[src/rtl/seq_pkg.sv]
// Shared types and constants for the teaching-CPU fetch/decode/execute sequencer.
package seq_pkg;

   localparam int AW = 12;
   localparam int IW = 16;
   localparam int CW = 16;

   typedef enum logic [2:0] {
      IDLE   = 3'd0,
      FETCH  = 3'd1,
      DECODE = 3'd2,
      EXEC   = 3'd3,
      HALT   = 3'd4
   } state_e;

   localparam logic [3:0] OP_HALT = 4'hF;
   localparam logic [3:0] OP_JMP  = 4'hE;
   localparam logic [3:0] OP_BZ   = 4'hD;

   // How the next pc is formed: pc+1, absolute operand, or pc+operand (taken BZ).
   typedef enum logic [1:0] {
      NPC_INC = 2'd0,
      NPC_ABS = 2'd1,
      NPC_REL = 2'd2
   } npc_kind_e;

endpackage

[src/rtl/next_pc_unit.sv]
// Combinational next-pc selection; all arithmetic wraps at 2^AW.
module next_pc_unit
   import seq_pkg::*;
#(
   parameter int AW = seq_pkg::AW
) (
   input  logic [AW-1:0] pc,
   input  logic [AW-1:0] operand,
   input  npc_kind_e     kind,
   output logic [AW-1:0] next_pc
);

   always_comb begin
      next_pc = pc + AW'(1);
      case (kind)
         NPC_INC: next_pc = pc + AW'(1);
         NPC_ABS: next_pc = operand;
         // A two's-complement offset added modulo 2^AW is plain unsigned addition.
         NPC_REL: next_pc = pc + operand;
         default: next_pc = pc + AW'(1);
      endcase
   end

endmodule

[src/rtl/fetch_sequencer.sv]
// Multi-cycle fetch/decode/execute controller: owns pc and ir, resolves JMP/BZ/HALT,
// and hands every other instruction to the datapath via a one-cycle ir_valid pulse.
module fetch_sequencer
   import seq_pkg::*;
#(
   parameter int AW = seq_pkg::AW,
   parameter int IW = seq_pkg::IW,
   parameter int CW = seq_pkg::CW
) (
   input  logic          clk,
   input  logic          reset,
   input  logic          start,
   input  logic          stop,
   output logic          imem_req,
   output logic [AW-1:0] imem_addr,
   input  logic          imem_ack,
   input  logic [IW-1:0] imem_rdata,
   output logic [IW-1:0] ir,
   output logic          ir_valid,
   input  logic          exec_done,
   input  logic          br_cond,
   output logic [AW-1:0] pc,
   output logic          halted,
   output logic [CW-1:0] retired,
   output logic [2:0]    state_dbg
);

   // Handshake: imem_req stays high with imem_addr stable from FETCH entry until the
   // cycle imem_ack is seen; the word is captured on that edge and req drops next cycle.

   state_e        state, state_next;
   logic          stop_pend;
   logic          pc_en;
   logic          retire;
   npc_kind_e     npc_kind;
   logic [AW-1:0] next_pc;
   logic [3:0]    opcode;
   logic [AW-1:0] operand;

   assign opcode  = ir[IW-1:IW-4];
   assign operand = ir[AW-1:0];

   next_pc_unit #(.AW(AW)) u_next_pc (
      .pc      (pc),
      .operand (operand),
      .kind    (npc_kind),
      .next_pc (next_pc)
   );

   always_comb begin
      npc_kind = NPC_INC;
      if (state == DECODE && opcode == OP_JMP)
         npc_kind = NPC_ABS;
      else if (state == DECODE && opcode == OP_BZ && br_cond)
         npc_kind = NPC_REL;
   end

   always_comb begin
      state_next = state;
      pc_en      = 1'b0;
      retire     = 1'b0;
      case (state)
         IDLE: begin
            if (start) state_next = FETCH;
         end
         FETCH: begin
            if (imem_ack) state_next = DECODE;
         end
         DECODE: begin
            case (opcode)
               OP_HALT: begin
                  retire     = 1'b1;
                  state_next = HALT;
               end
               OP_JMP, OP_BZ: begin
                  pc_en      = 1'b1;
                  retire     = 1'b1;
                  state_next = stop_pend ? HALT : FETCH;
               end
               default: state_next = EXEC;
            endcase
         end
         EXEC: begin
            if (exec_done) begin
               pc_en      = 1'b1;
               retire     = 1'b1;
               state_next = stop_pend ? HALT : FETCH;
            end
         end
         HALT: begin
            if (start) begin
               pc_en      = 1'b1;
               state_next = FETCH;
            end
         end
         default: state_next = IDLE;
      endcase
   end

   always_ff @(posedge clk) begin
      if (reset) begin
         state     <= IDLE;
         pc        <= '0;
         ir        <= '0;
         ir_valid  <= 1'b0;
         retired   <= '0;
         stop_pend <= 1'b0;
      end else begin
         state    <= state_next;
         ir_valid <= (state == DECODE) && (state_next == EXEC);
         if (pc_en)
            pc <= next_pc;
         if (state == FETCH && imem_ack)
            ir <= imem_rdata;
         if (retire)
            retired <= retired + CW'(1);
         // Entering HALT or resuming from it services the request; a stop raised in
         // that same cycle is deliberately dropped.
         if ((state_next == HALT && state != HALT) || (state == HALT && start))
            stop_pend <= 1'b0;
         else if (stop)
            stop_pend <= 1'b1;
      end
   end

   assign imem_req  = (state == FETCH);
   assign imem_addr = pc;
   assign halted    = (state == HALT);
   assign state_dbg = state;

endmodule
[config.mk]
export PLATFORM = sky130hd
export DESIGN_NAME = fetch_sequencer
export DESIGN_NICKNAME = d
export VERILOG_FILES = /design/src/rtl/seq_pkg.sv /design/src/rtl/next_pc_unit.sv /design/src/rtl/fetch_sequencer.sv
export SDC_FILE = /design/constraint.sdc
export NUM_CORES = 1
export LEC_CHECK = 0
export ABC_AREA = 1
export ABC_CLOCK_PERIOD_IN_PS = 3300
export CORE_MARGIN = 2
export CORE_UTILIZATION = 48
export DETAILED_ROUTE_END_ITERATION = 16
export PLACE_DENSITY = 0.8
export SLEW_MARGIN = 20
export SYNTH_ARGS = -nofsm -noshare
export SYNTH_HDL_FRONTEND = slang
export SYNTH_SLANG_ARGS = --single-unit
[constraint.sdc]
create_clock -name clk -period 3.3 [get_ports clk]
set_input_delay 0.495 -clock clk [delete_from_list [all_inputs] [get_ports clk]]
set_output_delay 0.495 -clock clk [all_outputs]
set_load 0.03 [all_outputs]
### After elaboration in Yosys (flattened, before gate mapping)

Cells that the tools add are included.

* flip-flop bits (word level): 49
* word-level logic and storage cells: 49

* add/subtract/negate cells: 3
* eq/ne operators: 12
* mux-type cells: 15
* reduce and logical (&&, ||, !) cells: 13

Operators with widths (count)
* $pmux 12 s2: 1
* $add 16x1->16 const B: 1
* $add 12x1->12 const B: 1
* $add 12x12->12: 1
* $eq 4x4->1 const B: 3
* $mux 3: 4
* $pmux 3 s4: 1
* $eq 3x2->1 const B: 3
* $logic_and 1x1->1: 7
* $eq 3x3->1 const B: 2
* $pmux 3 s2: 1
* $reduce_or 2->1: 3
* $mux 1: 4
* $mux 2: 2
* $eq 3x1->1 const B: 1
* $logic_not 3->1: 1
* $ne 3x3->1 const B: 1
* $pmux 1 s3: 1
* $reduce_or 3->1: 1
* $eq 2x1->1 const B: 1
* $eq 2x2->1 const B: 1
* $pmux 1 s2: 1
* $logic_or 1x1->1: 1

### Longest topological paths before layout

Gate-level depths: netlist of run 1.

* depth in word-level cells: 8
* depth in mapped cells: 18
* depth with buffers taken out: 18

### By module

From an unflattened synthesis of run 1, not the netlist that was laid out.

* cells, all modules: 501
* area total of the unflattened synthesis: 3104.2 um^2

Modules (own cells, without submodules)
* fetch_sequencer: instances 1, cells each 320, area an instance 2249.7 um^2, seq. area each 980.9 um^2
* next_pc_unit: instances 1, cells each 181, area an instance 854.6 um^2, seq. area each 0.0 um^2

### Least setup slack after synthesis of run 1

Ideal clock, no wire load.

* path type: flip-flop to flip-flop
* from: reg ir[12]
* to: reg pc[6], in the netlist imem_addr[6]
* library setup time: 0.070 ns
* arrival: 2.582 ns
* data required time: 3.230 ns
* setup slack: 0.648 ns
* stages on the path, launching flop included: 16
* buffers on the path: 0
* cell sequence: dfxtp_1 > inv_2 > nor2_1 > nand2_1 > nor2_4 > nand2_1 > nor2_1 > inv_1 > fa_1 > inv_1 > nand3_1 > nand2_1 > a21oi_1 > xor2_1 > or2_2 > a21oi_1

* longest elaborated chain between the ends: 7

RTL lines
* start, declared: line fetch_sequencer.sv:18 `output logic [IW-1:0] ir,`
* start signal, assigned: line fetch_sequencer.sv:114 `ir <= imem_rdata;`
* $eq 4x4->1: line fetch_sequencer.sv:54, fetch_sequencer.sv:70
* $logic_and 1x1->1 (2 in series): line fetch_sequencer.sv:54 `else if (state == DECODE && opcode == OP_BZ && br_cond)`
* $mux 2: line fetch_sequencer.sv:54
* $mux 2: line fetch_sequencer.sv:52 `if (state == DECODE && opcode == OP_JMP)`
* $eq 2x2->1 / $eq 2x1->1 (equally long branches): line next_pc_unit.sv:15 `case (kind)`
* $pmux 12 s2: line next_pc_unit.sv:15
* end signal, assigned: line fetch_sequencer.sv:112 `pc <= next_pc;`
* end, declared: line fetch_sequencer.sv:22 `output logic [AW-1:0] pc,`

Parallel ways exist; a longest one is shown, timed or not.
A chain may end at the register's enable or synchronous reset.

### Worst setup path after layout of run 1

* from: reg state[1], in the netlist state_dbg[1]
* to: reg pc[6], in the netlist imem_addr[6]

* longest elaborated chain between the ends: 7

RTL lines
* start, declared: line fetch_sequencer.sv:31 `state_e state, state_next;`
* start signal, assigned: line fetch_sequencer.sv:109 `state <= state_next;`
* $eq 3x2->1: line fetch_sequencer.sv:52, fetch_sequencer.sv:54, fetch_sequencer.sv:62
* $logic_and 1x1->1 (2 in series): line fetch_sequencer.sv:54
* $mux 2: line fetch_sequencer.sv:54
* $mux 2: line fetch_sequencer.sv:52
* $eq 2x2->1 / $eq 2x1->1 (equally long branches): line next_pc_unit.sv:15
* $pmux 12 s2: line next_pc_unit.sv:15

Parallel ways exist; a longest one is shown, timed or not.

==> flow_metrics.py, run 1 <==
metrics = {
    "finish": {
        "fin_nets": 544,
        "fin_util_pct": 65.6,
        "finish.instance_area_um2": 3910,
        "drive_gt1_share_pct": 6.29,
        "n_fill_cell": 541,
        "mostFrequentLayoutCells": "clkdlybuf4s50_1, nand2_1, inv_1, a21oi_1, dfxtp_1",
        "area_growth_pct": 31.0,
        "n_antenna_cell": 0,
        "stdcell_count": 584,
        "final_common_cell": "clkdlybuf4s50_1",
    },
    "die": {
        "die-area_um2": 6860,
        "rows": 28,
        "die_y_um": 82.8,
        "initial_core_util_pct": 50.0,
        "die_w_um": 82.8,
        "ios": 85,
        "core-area_um2": 5960,
    },
    "power_and_ir_drop": {
        "seqPwrFrac_pct": 49.5,
        "swShare_pct": 27.4,
        "p_leak_uw": 0.00159,
        "p_comb_share_pct": 16.5,
        "ir_drop_mv": 0.265,
        "switchingPower_uw": 351,
        "p_per_area_nw_per_um2": 328,
        "power_frac_clock_pct": 34.0,
        "p_int_uw": 929,
    },
    "yosys": {
        "synth_seq_cells": 49,
        "syn_area_per_cell_um2": 6.84,
        "syn-cell-area_um2": 2980,
        "syn_inst": 436,
        "synthFlopType": "dfxtp_1",
        "yosysSeqAreaShare_pct": 32.9,
        "syn-num-nets": 472,
        "yosys_warnings": 0,
        "netlist-cell-type-count": 38,
        "synthArstFlopShare_pct": 0,
        "synth_edf_count": 0,
    },
    "setup_path": {
        "cp-start-kind": "register",
        "cp_max_fo": 6,
        "worstPathRequired_ns": 3.54,
        "cp_slowest_stage_delay_ns": 0.49,
        "path_cells": "nand3_4, nor2_4, nand2_1, nor2_1, inv_1, fa_1, inv_1, nand3_1, nand2_1, a21oi_1, xor2_1, or2_2, a21oi_1",
        "crit_slowest_cell": "dfxtp_1",
        "path_class": "reg2reg",
        "crit_path_end_kind": "register",
        "arrival_ns": 2.92,
        "crit_buf_inv": 2,
        "crit_family": "simple AND/OR/NAND/NOR gates",
    },
    "detailed_routing": {
        "vias_per_cell": 5.21,
        "dr.pass1.iters": 7,
        "wl_um": 7440,
        "ant_nets": 0,
        "drc": 0,
        "wl_per_cell_um": 12.7,
        "drt_iter0_markers": 184,
        "via_count": 3042,
    },
    "clock_network": {
        "clkLatencyLatePin_ns": 0.30,
        "clockRootBuffer": "clkbuf_8",
        "cts_setup_buffers": 0,
        "cts_resized": 0,
        "h-tree-depth": 2,
        "cts_buffers": 5,
        "clkTransAtPathRegs_ns": 0.10,
        "postCtsHoldBufs": 0,
        "cts_tree": "yes",
        "clock_sinks": 49,
        "clock_path_buffers": 2,
    },
    "timing": {
        "min_period_ns": 2.69,
        "finClkSkew_ns": 0.00928,
        "tightest_slew_ns": 0.998,
        "post-route-period-util_pct": 81.4,
        "setup_viol": 0,
        "worst_slew_margin_rel_pct": 33.3,
        "worst_hold_slack_ns": 0.467,
        "rsz0062_at_grt": "false",
        "setup-tns-final_ns": 0,
        "fmax_mhz": 372,
        "drv_slew": 0,
        "hold_viol": 0,
    },
    "outcome": {
        "status": "finished clean",
    },
    "min_path": {
        "hold_class": "reg2reg",
    },
    "placement": {
        "portBuffers": 84,
        "place_area_um2": 3790,
        "dpl.cell_count": 576,
        "gp_congestion": 0.917,
        "dp_hpwl_um": 5550,
    },
    "grt": {
        "first_global_vias": 2718,
        "antenna_found_initial": 0,
        "grt_max_degree": 37,
        "grt_usage_pct": 22.6,
        "overflow": 0,
        "grt_first_pass_wirelength_um": 12200,
    },
    "job": {
        "drv_cap": 0,
    },
}
## power groups by stage
| stage | clock network, uW | logic, uW | registers [uW] |
|---|---|---|---|
| finish | 435 | 211 | 634 |
| global route | 472 | 230 | 638 |
| CTS | 444 | 212 | 634 |
| detailed placement | 0 | 211 | 648 |
| global placement | 0 | 208 | 647 |
| floorplan | 0 | 79.0 | 687 |
## worst register-to-register path: stages, from the launching register on
cell and delay [ns]:
dfxtp_1 0.49, nand3_4 0.14, nor2_4 0.19, nand2_1 0.19
nor2_1 0.18, inv_1 0.07, fa_1 0.40, inv_1 0.12
nand3_1 0.09, nand2_1 0.13, a21oi_1 0.09, xor2_1 0.13
or2_2 0.27, a21oi_1 0.11
## cell usage after synthesis, types with 3 or more instances
master | number | area, um^2
clkbuf_1 | 6 | 22.5
nand3_2 | 3 | 30.0
nand2_1 | 77 | 289
a21oi_1 | 59 | 295
inv_2 | 3 | 11.3
nand3_4 | 3 | 52.6
nor2_1 | 40 | 150
buf_4 | 13 | 97.6
a31oi_1 | 4 | 25.0
dfxtp_1 | 49 | 981
o21ai_0 | 39 | 195
nor3_1 | 6 | 30.0
nand4_1 | 5 | 31.3
ha_1 | 12 | 150
nand3_1 | 27 | 135
inv_1 | 61 | 229
## per-layer routing
layer / wire length [um] / GRT usage (%)
met1: 3440 / 30.3
met5: 0 / 0
met2: 3470 / 37.9
met4: 83 / 5.90
met3: 454 / 3.46
## per-stage QoR
step | total power, uW | setup WS [ns]
global route | 1340 | 0.331
floorplan | 766 | 0.648
finish | 1280 | 0.613
global placement | 855 | 0.538
detailed placement | 858 | 0.449
CTS | 1290 | 0.629
## worst paths after layout
check	slack (ns)	cells after the start	to	from
max reg2reg	0.61	13	imem_addr[6]$_SDFFE_PP0P_	state_dbg[1]$_SDFF_PP0_
max	0.61	13	imem_addr[6]$_SDFFE_PP0P_	state_dbg[1]$_SDFF_PP0_
min	0.47	2	retired[9]$_SDFFE_PP0P_	retired[9]$_SDFFE_PP0P_
min reg2reg	0.47	2	retired[9]$_SDFFE_PP0P_	retired[9]$_SDFFE_PP0P_
## kinds of logic after synthesis
logic type      count (synthesis)  synth area share (%)
fa+ha+maj                      13                  5.71
xor+xnor                        2                 0.588
compound gates                110                  19.2
simple gates                  173                  28.1
buf+inv                        89                  13.5
flops                          49                  32.9
## flip-flops by register name, indices dropped and copies added, names as in the netlist
name,flops
retired,16
state_dbg,3
stop_pend,1
ir_valid,1
imem_addr,12
ir,16
## cell type report
class | instances | area [um^2] | area share [%]
clock buffer | 6 | 72.6 | 1.86
timing repair buffer | 86 | 856 | 21.9
inverter | 68 | 265 | 6.79
tap | 75 | 93.8 | 2.40
sequential | 49 | 981 | 25.1
clock inverter | 2 | 38.8 | 0.993
multi-input combinational | 298 | 1600 | 40.9
(Power assumes the default switching activity.)
==> inputs of run 2 (changes only) <==
--- a/config.mk
+++ b/config.mk
@@ -6,7 +6,7 @@
 export NUM_CORES = 1
 export LEC_CHECK = 0
 export ABC_AREA = 1
-export ABC_CLOCK_PERIOD_IN_PS = 3300
+export ABC_CLOCK_PERIOD_IN_PS = 2600
 export CORE_MARGIN = 2
 export CORE_UTILIZATION = 48
 export DETAILED_ROUTE_END_ITERATION = 16
==> constraint.sdc (replaced) <==
create_clock -name clk -period 2.6 [get_ports clk]
set_input_delay 0.39 -clock clk [delete_from_list [all_inputs] [get_ports clk]]
set_output_delay 0.39 -clock clk [all_outputs]
set_load 0.03 [all_outputs]
==> run 2 against run 1 <==
Non-clock buffer count rose by 7; via count shrank 1.0%; cell count rose by 1.2%; combinational power increased by 29%; clock-buffer cell count fell by 1; largest power group unchanged.
==> flow_metrics.py, run 2 (synthesized netlist as in run 1, its figures left out) <==
metrics = {
    "detailed_routing": {
        "dr.pass1.iters": 4,
        "via_count": 3011,
        "wl_per_cell_um": 12.6,
        "drt_iter0_markers": 184,
        "drc": 0,
        "ant_nets": 0,
        "vias_per_cell": 5.09,
        "wl_um": 7470,
    },
    "setup_path": {
        "crit_family": "simple AND/OR/NAND/NOR gates",
        "worstPathRequired_ns": 2.83,
        "critPathMostFrequentCell": "nand2_1",
        "cp-start-kind": "register",
        "crit_path_end_kind": "register",
        "path_cells": "inv_2, nor2_1, nand2_1, nor2_4, nand2_2, buf_4, nor2_1, ha_1, a21oi_1, nand2_1, nand2_1, nand2_1, nor2_1, nand3_1, nand3_1, nand2_1, a21oi_1",
        "cp_slowest_stage_delay_ns": 0.37,
        "arrival_ns": 2.65,
        "cp_max_fo": 5,
        "path_class": "reg2reg",
        "crit_slowest_cell": "dfxtp_2",
        "crit_buf_inv": 2,
    },
    "timing": {
        "hold_viol": 0,
        "drv_slew": 0,
        "tightest_slew_ns": 0.579,
        "rsz0062_at_grt": "false",
        "setup_viol": 0,
        "worst_slew_margin_rel_pct": 61.3,
        "fmax_mhz": 412,
        "min_period_ns": 2.43,
        "finClkSkew_ns": 0.0112,
        "post-route-period-util_pct": 93.3,
    },
    "clock_network": {
        "clock_sinks": 49,
        "clockRootBuffer": "clkbuf_8",
        "h-tree-depth": 2,
        "cts_buffers": 5,
        "clock_path_buffers": 2,
        "clkLatencyLatePin_ns": 0.30,
        "cts_tree": "yes",
        "clkTransAtPathRegs_ns": 0.10,
    },
    "outcome": {
        "status": "finished clean",
    },
    "min_path": {
        "hold_class": "reg2reg",
    },
    "grt": {
        "grt_usage_pct": 22.4,
        "grt_first_pass_wirelength_um": 12000,
        "grt_max_degree": 33,
        "first_global_vias": 2701,
        "overflow": 0,
        "antenna_found_initial": 0,
    },
    "power_and_ir_drop": {
        "p_int_uw": 1090,
        "swShare_pct": 29.4,
        "total_power_uw": 1540,
        "p_leak_uw": 0.00162,
        "switchingPower_uw": 451,
        "ir_drop_mv": 0.246,
        "p_comb_share_pct": 17.7,
        "power_frac_clock_pct": 29.8,
        "seqPwrFrac_pct": 52.4,
        "p_per_area_nw_per_um2": 388,
    },
    "die": {
        "die-area_um2": 6860,
        "die_w_um": 82.8,
        "core-area_um2": 5960,
        "ios": 85,
        "die_y_um": 82.8,
        "initial_core_util_pct": 50.0,
        "rows": 28,
    },
    "finish": {
        "final_common_cell": "clkdlybuf4s50_1",
        "drive_gt1_share_pct": 9.69,
        "fin_util_pct": 66.5,
        "fin_nets": 551,
        "mostFrequentLayoutCells": "clkdlybuf4s50_1, nand2_1, inv_1, a21oi_1, dfxtp_1",
        "area_growth_pct": 32.9,
        "n_fill_cell": 576,
        "n_antenna_cell": 0,
    },
    "placement": {
        "dp_hpwl_um": 5730,
        "gp_congestion": 0.871,
        "portBuffers": 84,
    },
    "job": {
        "drv_cap": 0,
    },
}
## run 2: cell count changes in the layout (fill, tap and decap cells not counted), sizes merged
cell	before	now
clkinv	2	4
buf	2	9
clkbuf	6	5
bufinv	1	0
## run 2: stage by stage
step | worst slack [ns] | area, um^2 | setup TNS, ns | hold WS, ns | instances
6_report | 0.174 | 3960 | 0 | 0.472 | 591
3_3_place_gp | 0.0524 | 3840 | 0 | 0.457 | 582
4_1_cts | 0.0895 | 3940 | 0 | 0.474 | 590
2_1_floorplan | 0.0595 | 2990 | 0 | 0.452 | 436
5_1_grt | 0.00169 | 3960 | 0 | 0.487 | 591
3_5_place_dp | -0.0170 | 3840 | -0.0170 | 0.458 | 582
## run 2: power by group through the flow
stage	clock (uW)	sequential [uW]	combinational, uW
final	459	806	272
after global routing	509	811	293
after CTS	475	806	273
after detailed placement	0	823	272
after global placement	0	823	268
after floorplan	0	873	100
## run 2: final cells by class
cell class,count,area [um^2],area share (%)
Timing Repair Buffer,93,908,22.9
Clock inverter,3,22.5,0.569
Tap cell,75,93.8,2.37
Clock buffer,5,68.8,1.74
Inverter,68,265,6.70
Multi-Input combinational cell,298,1620,40.8
Sequential cell,49,986,24.9
## run 2: worst reg2reg max path: cells and delay by family, from the launching register on
| kind | cells | cell delay [ns] |
|---|---|---|
| compound gates | 2 | 0.39 |
| fa+ha+maj | 1 | 0.29 |
| buf+inv | 2 | 0.24 |
| flops | 1 | 0.37 |
| simple gates | 12 | 1.05 |
## run 2: per-layer routing
metal	global-route usage, %	part of all wire [%]	vias to the layer above
li1	-	-	1567
met1	29.5	46	1358
met2	37.9	47	80
met3	3.90	5.5	6
met4	6.23	1.1	0
met5	0	0	-
## run 2: final timing paths
| path | from | endpoint | slack, ns | depth (start not counted) |
|---|---|---|---|---|
| worst max-delay path | ir[12]$_SDFFE_PP0P_ | imem_addr[11]$_SDFFE_PP0P_ | 0.17 | 17 |
| worst min-delay path | retired[9]$_SDFFE_PP0P_ | retired[9]$_SDFFE_PP0P_ | 0.47 | 2 |
| worst max register to register | ir[12]$_SDFFE_PP0P_ | imem_addr[11]$_SDFFE_PP0P_ | 0.17 | 17 |
| worst min register to register | retired[9]$_SDFFE_PP0P_ | retired[9]$_SDFFE_PP0P_ | 0.47 | 2 |
## run 2: repair_timing
item | CTS | global route
resized for setup | 0 | 6
setup buffers | 0 | 1
hold buffers | 0 | 0
endpoints found under the setup margin | 0 | 8
==> inputs of run 3 (changes only) <==
--- a/config.mk
+++ b/config.mk
@@ -10,7 +10,7 @@
 export CORE_MARGIN = 2
 export CORE_UTILIZATION = 48
 export DETAILED_ROUTE_END_ITERATION = 16
-export PLACE_DENSITY = 0.8
+export PLACE_DENSITY = 0.86
 export SLEW_MARGIN = 20
 export SYNTH_ARGS = -nofsm -noshare
 export SYNTH_HDL_FRONTEND = slang
==> run 3 against run 2 <==
Total power rose by 6.0%; sequential power barely moved; flip-flop and latch count did not move; cell count did not move; critical endpoint is now imem_addr[6]$_SDFFE_PP0P_.
==> flow_metrics.py, run 3 (synthesized netlist as in run 1, its figures left out) <==
metrics = {
    "outcome": {
        "status": "finished clean",
    },
    "timing": {
        "worst_slew_margin_rel_pct": 59.6,
        "min_period_ns": 2.40,
        "finClkSkew_ns": 0.00815,
        "post-route-period-util_pct": 92.5,
        "setup-tns-final_ns": 0,
        "drv_slew": 0,
        "worst_slack_ns": 0.195,
        "hold_viol": 0,
        "tightest_slew_ns": 0.604,
        "fmax_mhz": 416,
        "rsz0062_at_grt": "false",
        "setup_viol": 0,
    },
    "placement": {
        "portBuffers": 84,
        "pre_cts_ws_ns": -0.0306,
        "gp_congestion": 0.914,
        "dp_hpwl_um": 5690,
    },
    "grt": {
        "grt_usage_pct": 22.8,
        "grt_first_pass_wirelength_um": 12100,
        "antenna_found_initial": 0,
        "grt_max_degree": 33,
        "first_global_vias": 2746,
        "overflow": 0,
    },
    "clock_network": {
        "clkLatencyLatePin_ns": 0.30,
        "cts_buffers": 5,
        "cts_tree": "yes",
        "clock_sinks": 49,
        "clkTransAtPathRegs_ns": 0.09,
        "clockRootBuffer": "clkbuf_8",
        "h-tree-depth": 2,
        "postCtsHoldBufs": 0,
        "clock_path_buffers": 2,
    },
    "detailed_routing": {
        "wl_per_cell_um": 12.9,
        "via_count": 3112,
        "ant_nets": 0,
        "wl_um": 7600,
        "dr.pass1.iters": 5,
        "drt_iter0_markers": 167,
        "drc": 0,
        "vias_per_cell": 5.27,
    },
    "setup_path": {
        "cp_slowest_stage_delay_ns": 0.40,
        "cp_max_fo": 4,
        "crit_path_end_kind": "register",
        "path_cells": "inv_2, nor2_1, nand2_1, nor2_4, nand2_2, nor2_1, inv_1, fa_1, inv_1, nand3_1, nand2_1, a21oi_2, xor2_1, or2_2, a21oi_1",
        "worstPathRequired_ns": 2.83,
        "cp-start-kind": "register",
        "crit_slowest_cell": "fa_1",
        "path_class": "reg2reg",
        "arrival_ns": 2.64,
    },
    "finish": {
        "area_growth_pct": 34.1,
        "mostFrequentLayoutCells": "clkdlybuf4s50_1, nand2_1, inv_1, a21oi_1, dfxtp_1",
        "fin_nets": 551,
        "drive_gt1_share_pct": 9.50,
        "final_common_cell": "clkdlybuf4s50_1",
        "n_antenna_cell": 0,
    },
    "die": {
        "ios": 85,
        "die-area_um2": 6860,
        "core-area_um2": 5960,
        "rows": 28,
        "die_w_um": 82.8,
        "die_y_um": 82.8,
        "initial_core_util_pct": 50.0,
    },
    "power_and_ir_drop": {
        "p_leak_uw": 0.00163,
        "ir_drop_mv": 0.272,
        "p_per_area_nw_per_um2": 408,
        "total_power_uw": 1630,
    },
    "min_path": {
        "hold_class": "reg2reg",
    },
    "job": {
        "drv_cap": 0,
    },
}
## run 3: power breakdown
| group | switching [uW] | total, uW | internal, uW |
|---|---|---|---|
| clock | 260 | 549 | 289 |
| sequential | 27.4 | 807 | 780 |
| combinational | 159 | 273 | 115 |
## run 3: per-stage QoR
step                      instances  utilization, %  hold WS (ns)  instance area, um^2
after floorplan                 436               -         0.452                 2990
after global placement          582            64.5         0.453                 3840
after detailed placement        582            64.5         0.462                 3840
after CTS                       590            66.4         0.477                 3960
after global routing            591            67.1         0.489                 4000
final                           591            67.1         0.475                 4000
## run 3: path summary, 6_finish.rpt
path,slack (ns),cells past startpoint,to,start
setup / recovery,0.20,15,imem_addr[6]$_SDFFE_PP0P_,ir[12]$_SDFFE_PP0P_
hold / removal,0.48,2,retired[9]$_SDFFE_PP0P_,retired[9]$_SDFFE_PP0P_
setup reg to reg,0.20,15,imem_addr[6]$_SDFFE_PP0P_,ir[12]$_SDFFE_PP0P_
hold reg to reg,0.48,2,retired[9]$_SDFFE_PP0P_,retired[9]$_SDFFE_PP0P_
## run 3: what timing repair did
| action | 4_1_cts | 5_1_grt |
|---|---|---|
| endpoints found under the setup margin | 0 | 6 |
| gates resized for setup | 0 | 7 |
| buffers inserted | 0 | 1 |
## run 3: layer usage
layer,wire [um],track usage [%]
met4,70,8.69
met2,3570,37.9
met5,0,0
met3,394,3.79
met1,3570,29.6
## run 3: area by class of cell
class | instances | area [um^2]
clock buffer | 6 | 72.6
clock inverter | 2 | 38.8
fill | 538 | 1960
inverter | 68 | 265
multi-input combinational | 298 | 1630
sequential | 49 | 986
tap | 75 | 93.8
timing repair buffer | 93 | 908
## run 3: worst max-delay path, delay by kind of cell (launching register included)
kind            cells  cell delay (ns)
simple gates        8             1.02
xor+xnor            1             0.13
flops               1             0.37
buf+inv             3             0.22
fa+ha+maj           1             0.40
compound gates      2             0.19
